`src/rtl/refclk_second_strobe.sv`:
```
// refclk_second_strobe
// Timebase generator. It brings the asynchronous 32.768 kHz reference into
// the i_sysclk domain, divides the reference edges into a one-cycle 1 Hz
// strobe and a faster time-set strobe, and watches the reference for loss.
module refclk_second_strobe #(
  parameter int unsigned REFCLK_DIV = 32768,
  parameter int unsigned FAST_DIV   = 128,
  parameter int unsigned TIMEOUT    = 4096
) (
  input  logic i_sysclk,
  input  logic i_reset,
  input  logic i_refclk,
  input  logic i_en,
  input  logic i_fast_set,
  output logic o_1hz_stb,
  output logic o_fast_stb,
  output logic o_ref_lost
);

  // Last prescaler value before the wrap back to zero.
  localparam logic [15:0] P_LAST    = 16'(REFCLK_DIV - 1);
  // FAST_DIV is a power of two, so the fast strobe is due whenever the low
  // bits of the prescaler are all ones. A mask also covers FAST_DIV == 1.
  localparam logic [15:0] FAST_MASK = 16'(FAST_DIV - 1);
  localparam logic [15:0] T_LIMIT   = 16'(TIMEOUT);

  logic        r_sync1;
  logic        r_sync2;
  logic        r_sync3;
  logic [15:0] r_pCount;
  logic [15:0] r_tCount;

  logic        w_refEdge;
  logic        w_countEdge;
  logic        w_pWrap;
  logic        w_fastDue;
  logic [15:0] w_pCountNext;
  logic [15:0] w_tCountNext;

  // Rising edge of the reference, taken only from the metastability-safe stages.
  assign w_refEdge   = r_sync2 & ~r_sync3;
  assign w_countEdge = w_refEdge & i_en;
  assign w_pWrap     = (r_pCount == P_LAST);
  assign w_fastDue   = ((r_pCount & FAST_MASK) == FAST_MASK);

  // Next prescaler and watchdog values.
  always_comb begin
    w_pCountNext = r_pCount;
    if (w_countEdge) begin
      if (w_pWrap) begin
        w_pCountNext = 16'd0;
      end else begin
        w_pCountNext = r_pCount + 16'd1;
      end
    end

    w_tCountNext = r_tCount;
    if (w_refEdge) begin
      w_tCountNext = 16'd0;
    end else if (r_tCount != T_LIMIT) begin
      w_tCountNext = r_tCount + 16'd1;
    end
  end

  // Three-stage synchronizer for the asynchronous reference.
  always_ff @(posedge i_sysclk) begin
    if (i_reset) begin
      r_sync1 <= 1'b0;
      r_sync2 <= 1'b0;
      r_sync3 <= 1'b0;
    end else begin
      r_sync1 <= i_refclk;
      r_sync2 <= r_sync1;
      r_sync3 <= r_sync2;
    end
  end

  // Prescaler and registered strobes; both strobes coincide at the wrap.
  always_ff @(posedge i_sysclk) begin
    if (i_reset) begin
      r_pCount   <= 16'd0;
      o_1hz_stb  <= 1'b0;
      o_fast_stb <= 1'b0;
    end else begin
      r_pCount   <= w_pCountNext;
      o_1hz_stb  <= w_countEdge & w_pWrap;
      o_fast_stb <= w_countEdge & i_fast_set & w_fastDue;
    end
  end

  // Watchdog: saturating count of cycles since the last reference edge.
  always_ff @(posedge i_sysclk) begin
    if (i_reset) begin
      r_tCount   <= 16'd0;
      o_ref_lost <= 1'b0;
    end else begin
      r_tCount   <= w_tCountNext;
      o_ref_lost <= (w_tCountNext == T_LIMIT);
    end
  end

endmodule
```
`config.mk`:
```
export PLATFORM = sky130hd
export DESIGN_NAME = refclk_second_strobe
export DESIGN_NICKNAME = d
export VERILOG_FILES = /design/src/rtl/refclk_second_strobe.sv
export SDC_FILE = /design/constraint.sdc
export NUM_CORES = 1
export LEC_CHECK = 0
export ABC_AREA = 1
export CAP_MARGIN = 20
export CORE_MARGIN = 2
export CORE_UTILIZATION = 60
export DETAILED_ROUTE_END_ITERATION = 12
export HOLD_SLACK_MARGIN = 0.06
export PLACE_DENSITY = 0.88
export SETUP_SLACK_MARGIN = 0.3
export SLEW_MARGIN = 10
export SYNTH_ARGS = -nofsm -noshare
export SYNTH_HDL_FRONTEND = slang
export SYNTH_SLANG_ARGS = --single-unit
```
`constraint.sdc`:
```
create_clock -name i_sysclk -period 1.9 [get_ports i_sysclk]
set_clock_uncertainty 0.05 [all_clocks]
set_input_delay 0.19 -clock i_sysclk [delete_from_list [all_inputs] [get_ports i_sysclk]]
set_output_delay 0.19 -clock i_sysclk [all_outputs]
set_load 0.01 [all_outputs]
```
# --- Word-level counts from Yosys, hierarchy flattened ---
# Cells that the tools add are included.
totals:
  reg_bits: 38
  out_inout_bits: 3
  elab_cells: 23
op_classes:
  add_sub_neg: 2
  n_eq_ne: 4
  mux: 3
  n_bitwise: 6
op_table:
  columns: ["cell", "count"]
  rows:
  - ["16-bit 2-to-1 mux", 3]
  - ["16-bit by 1-bit adder with 16-bit output (second input constant)", 2]
  - ["16-bit by 13-bit equality test with 1-bit output (second input constant)", 1]
  - ["16-bit by 15-bit equality test with 1-bit output (second input constant)", 1]
  - ["16-bit by 13-bit inequality test with 1-bit output (second input constant)", 1]
  - ["7-bit equality test (second input constant)", 1]
  - ["1-bit bitwise AND", 5]
  - ["1-bit NOT", 1]

# --- Logic depth before layout (Yosys ltp) ---
depth:
  word_depth: 5
  mapped_depth: 13
  ltp_nobuf: 13

# --- Worst setup path after synthesis ---
# No wires, ideal clock.
synth_timing:
  path_kind: "register to register"
  start: "register r_pCount[0]"
  end: "register r_pCount[7]"
  arrival_ns: 1.338
  required_ns: 1.731
  slack_ns: 0.393
  stages_incl_launch_ff: 9
  n_path_buf: 0
  path_cell_list: "dfxtp_1 ha_1 nand3_2 nor2_2 nand2_2 nor4_4 nand2_2 nand2_2 nor3b_1"
synth_between:
  elab_chain_len: 2
  elab_cells_between_ends: 3
  classes_between: "add/sub: 1; eq/ne: 1; mux: 1"
synth_lines:
  columns: ["item", "line_no", "text"]
  rows:
  - ["start: declaration", "30", "logic [15:0] r_pCount;"]
  - ["start signal: assignment", "85", "r_pCount <= w_pCountNext;"]
  - ["16-bit by 1-bit adder with 16-bit output or 16-bit by 15-bit equality test with 1-bit output (tied branches)", "53, 43", null]
  - ["16-bit 2-to-1 mux (*)", "50", "if (w_pWrap) begin"]
# Mark *: on every way between the ends. The rest lies on a longest branch, timed or not.
# A chain may end at the register's enable or synchronous reset.

# --- Worst setup path after layout ---
layout_timing:
  start: "register r_sync2"
  end: "register r_pCount[11]"
layout_between:
  elab_chain_len: 2
layout_lines:
  columns: ["item", "line_no", "text"]
  rows:
  - ["start: declaration", "28", "logic r_sync2;"]
  - ["start signal: assignment", "73", "r_sync2 <= r_sync1;"]
  - ["1-bit bitwise AND", "41", "assign w_refEdge = r_sync2 & ~r_sync3;"]
  - ["1-bit bitwise AND", "42", "assign w_countEdge = w_refEdge & i_en;"]
# Every way passes these cells.

==> impl_metrics.csv <==
group,metric,value,unit
synthesis,synth_area,2080,um^2
cells_and_area,layout.nets,341,
routing,avgViaCountPerCell,5.45,
clock_tree,htreeDepth,2,
clock_tree,max-clock-path-buffers,2,
flow_run,drv_cap,0,
floorplan,ios,8,
floorplan,die_w,62.9,um
cells_and_area,fin_util,77.2,%
critical_path,cp_slowest_cell,"dfxtp_2",
sta,finalSetupTns,0,ns
critical_path,r2r-end,"r_pCount[11]",
routing,routedWlPerCell,13.2,um
clock_tree,cts_root_buffer,"clkbuf_4",
power_and_ir_drop,p_leak,1.01,nW
clock_tree,clock-sinks,38,
global_routing,grt_usage,24.9,%
sta,min_period,1.56,ns
synthesis,syn_avg_cell_area,6.88,um^2
cells_and_area,diodes,0,
clock_tree,clk_pin_slew_worst_paths,0.11,ns
synthesis,syn_inst,302,
placed_design,place_congestion,0.923,
cells_and_area,drive_gt1_share,25.7,%
global_routing,grt_pass1_wl,7.87,mm
critical_path,crit_type,"flop to flop",
critical_path,crit_arrival,1.76,ns
critical_path,cpPeakStageDelay,0.34,ns
critical_path,cp_max_fo,6,
clock_tree,holdBufCountCts,0,
run_status,outcome,"complete, no violations",
sta,whs,0.311,ns
floorplan,die_area,3950,um^2
critical_path,crit_start,"r_sync2",
critical_path,cpMostUsedCell,"nor2_4",
critical_path,crit_end,"r_pCount[11]",
routing,routed_wirelength,5.01,mm
min_path,hold_class,"input port to flop",
cells_and_area,nFillCells,235,
clock_tree,cts_tree,"built",
floorplan,die_height,62.9,um
synthesis,synth-seq-cells,38,
critical_path,rrSetupSlack,0.34,ns
sta,setup_violations,0,
synthesis,synth_cell_type_count,30,
cells_and_area,area_delta_synth_final,23.9,%
routing,drtAntennaViolNets,0,
critical_path,cp-start-kind,"flop",
synthesis,synth-seq-area-share,36.6,%
floorplan,coreArea,3340,um^2
sta,hold_viol_final,0,
routing,drc_errors,0,
clock_tree,clock_latency,0.34,ns
power_and_ir_drop,powerDensity,577,nW/um^2
global_routing,antenna_found_initial,0,
cells_and_area,seq_area,786,um^2
floorplan,initial_core_util,62.3,%
critical_path,path_cells,"inv_2 > nor2_4 > nand2_4 > nor2_4 > nand3_4 > nor3_4 > nand2_1 > xor2_1 > nor2_2",
power_and_ir_drop,total_power,1.49,mW
sta,finalWorstSetupSlack,0.339,ns
placed_design,portBuffers,7,
critical_path,reg2reg_depth,9,
routing,firstDrtPassIters,5,
synthesis,syn_nets,310,
synthesis,synth_warnings,0,
placed_design,dp_hpwl,3.20,mm
routing,vias,2071,
sta,fin_crit_sh,82.2,%
sta,slew_headroom,79.8,%
floorplan,fp-row-count,21,
critical_path,critPathRequiredTime,2.09,ns
global_routing,grt_max_degree,29,
sta,worstMarginPinSlew,0.300,ns
sta,rsz0062_at_grt,"yes",
power_and_ir_drop,vdd_drop_max,0.576,mV
placed_design,place_ws,0.190,ns
routing,drtIter0Drc,186,
global_routing,globalRouteOverflowTotal,0,
sta,max_freq,640,MHz
global_routing,grt_pass1_vias,1815,
critical_path,crit-reg2reg-launch,"r_sync2",
critical_path,end_kind,"flop",
clock_tree,numCtsBuffers,5,
cells_and_area,multiInputGateArea,1290,um^2
sta,slew_viol_final,0,
## what timing repair did
| item | in CTS | in global routing |
|---|---|---|
| pin swaps | 4 | 12 |
| setup buffers | 1 | 19 |
| gates resized for setup | 9 | 37 |
| setup endpoints to repair | 10 | 11 |
| endpoints found under the hold margin | 0 | 0 |
## cell type report
type / instances / area share (%)
Tap cell: 46 / 2.24
Clock buffer: 7 / 1.75
Clock inverter: 1 / 1.17
Sequential cell: 38 / 30.5
Timing Repair Buffer: 29 / 9.14
Multi-Input combinational cell: 226 / 50.1
Inverter: 33 / 5.05
## cells in the mapped netlist
cell | n | area share (%)
nand2_2 | 4 | 1.2
nand3_1 | 28 | 6.7
buf_2 | 2 | 0.48
nand2_1 | 60 | 11
dfxtp_1 | 38 | 37
xor2_1 | 7 | 3.0
nor3_2 | 2 | 0.96
nand4_1 | 11 | 3.3
nand3_2 | 5 | 2.4
o21ai_0 | 2 | 0.48
o21ai_1 | 3 | 0.72
a21oi_1 | 10 | 2.4
nor2_4 | 6 | 3.3
nor2_2 | 2 | 0.60
nand2_4 | 1 | 0.54
nor3b_1 | 3 | 1.1
a21oi_2 | 1 | 0.42
ha_1 | 3 | 1.8
a21o_1 | 2 | 0.72
buf_1 | 1 | 0.18
inv_1 | 31 | 5.6
nor2_1 | 63 | 11
nor3_1 | 7 | 1.7
xnor2_1 | 2 | 0.84
or2_2 | 1 | 0.30
a211oi_1 | 1 | 0.36
nor4_4 | 1 | 1.0
o21bai_1 | 1 | 0.36
inv_2 | 2 | 0.36
clkbuf_1 | 2 | 0.36
## registers in the layout, summed over array words and instances (netlist names)
signal	flops
o_ref_lost	1
r_sync3	1
r_pCount	16
r_sync1	1
r_sync2	1
r_tCount	16
o_fast_stb	1
o_1hz_stb	1
## kinds of logic (layout without fill, tap and decap cells)
family	after synthesis	after routing	synth area share, %
xor+xnor	9	9	3.79
compound gates	20	20	5.48
flops	38	38	36.6
simple gates	194	194	45.3
fa+ha+maj	3	3	1.81
buf+inv	38	70	6.98
## cell usage in the layout (no fill, tap or decap), drive strengths merged, types with 2 or more instances in the layout
master         count
xnor2              2
ha                 3
nor3b              3
a21o               2
xor2               7
clkdlybuf4s50      7
a21oi             11
buf               22
inv               32
clkbuf             7
nor3               9
nand4             11
nand3             33
nor2              71
nand2             65
dfxtp             38
o21ai              5
## per-stage QoR
stage               std cells  cell area [um^2]
floorplan                 302              2080
global placement          352              2200
detailed placement        352              2200
CTS                       361              2310
global route              380              2570
finish                    380              2570
## report_power, final
| part | internal [mW] | switching (mW) | leakage, nW |
|---|---|---|---|
| logic | 0.0542 | 0.0712 | 0.655 |
| registers | 0.804 | 0.0116 | 0.314 |
| clock network | 0.279 | 0.267 | 0.0395 |
## how the worst min path moves through the flow
| stage | from | to | cells after the start |
|---|---|---|---|
| 2_1_floorplan | i_refclk | r_sync1 | 2 |
| 3_3_place_gp | r_sync1 | r_sync2 | 2 |
| 3_5_place_dp | r_sync1 | r_sync2 | 2 |
| 4_1_cts | i_refclk | r_sync1 | 3 |
| 5_1_grt | i_refclk | r_sync1 | 3 |
| 6_report | i_refclk | r_sync1 | 3 |
## critical path, delay by kind of cell, from the launching register on
| family | cells | cell delay, ns |
|---|---|---|
| AND/OR/NAND/NOR | 7 | 0.85 |
| flip-flops | 1 | 0.34 |
| XOR/XNOR | 1 | 0.17 |
| buffers and inverters | 1 | 0.04 |
## layer usage
layer  vias up  track usage (%)  wire length [um]
met3        15             4.86               207
li1       1036                -                 -
met4         0             7.22               102
met5         -                0                 0
met2        57             46.2              2640
met1       963             28.7              2050
No activity file was read; power rests on OpenSTA's default activity.
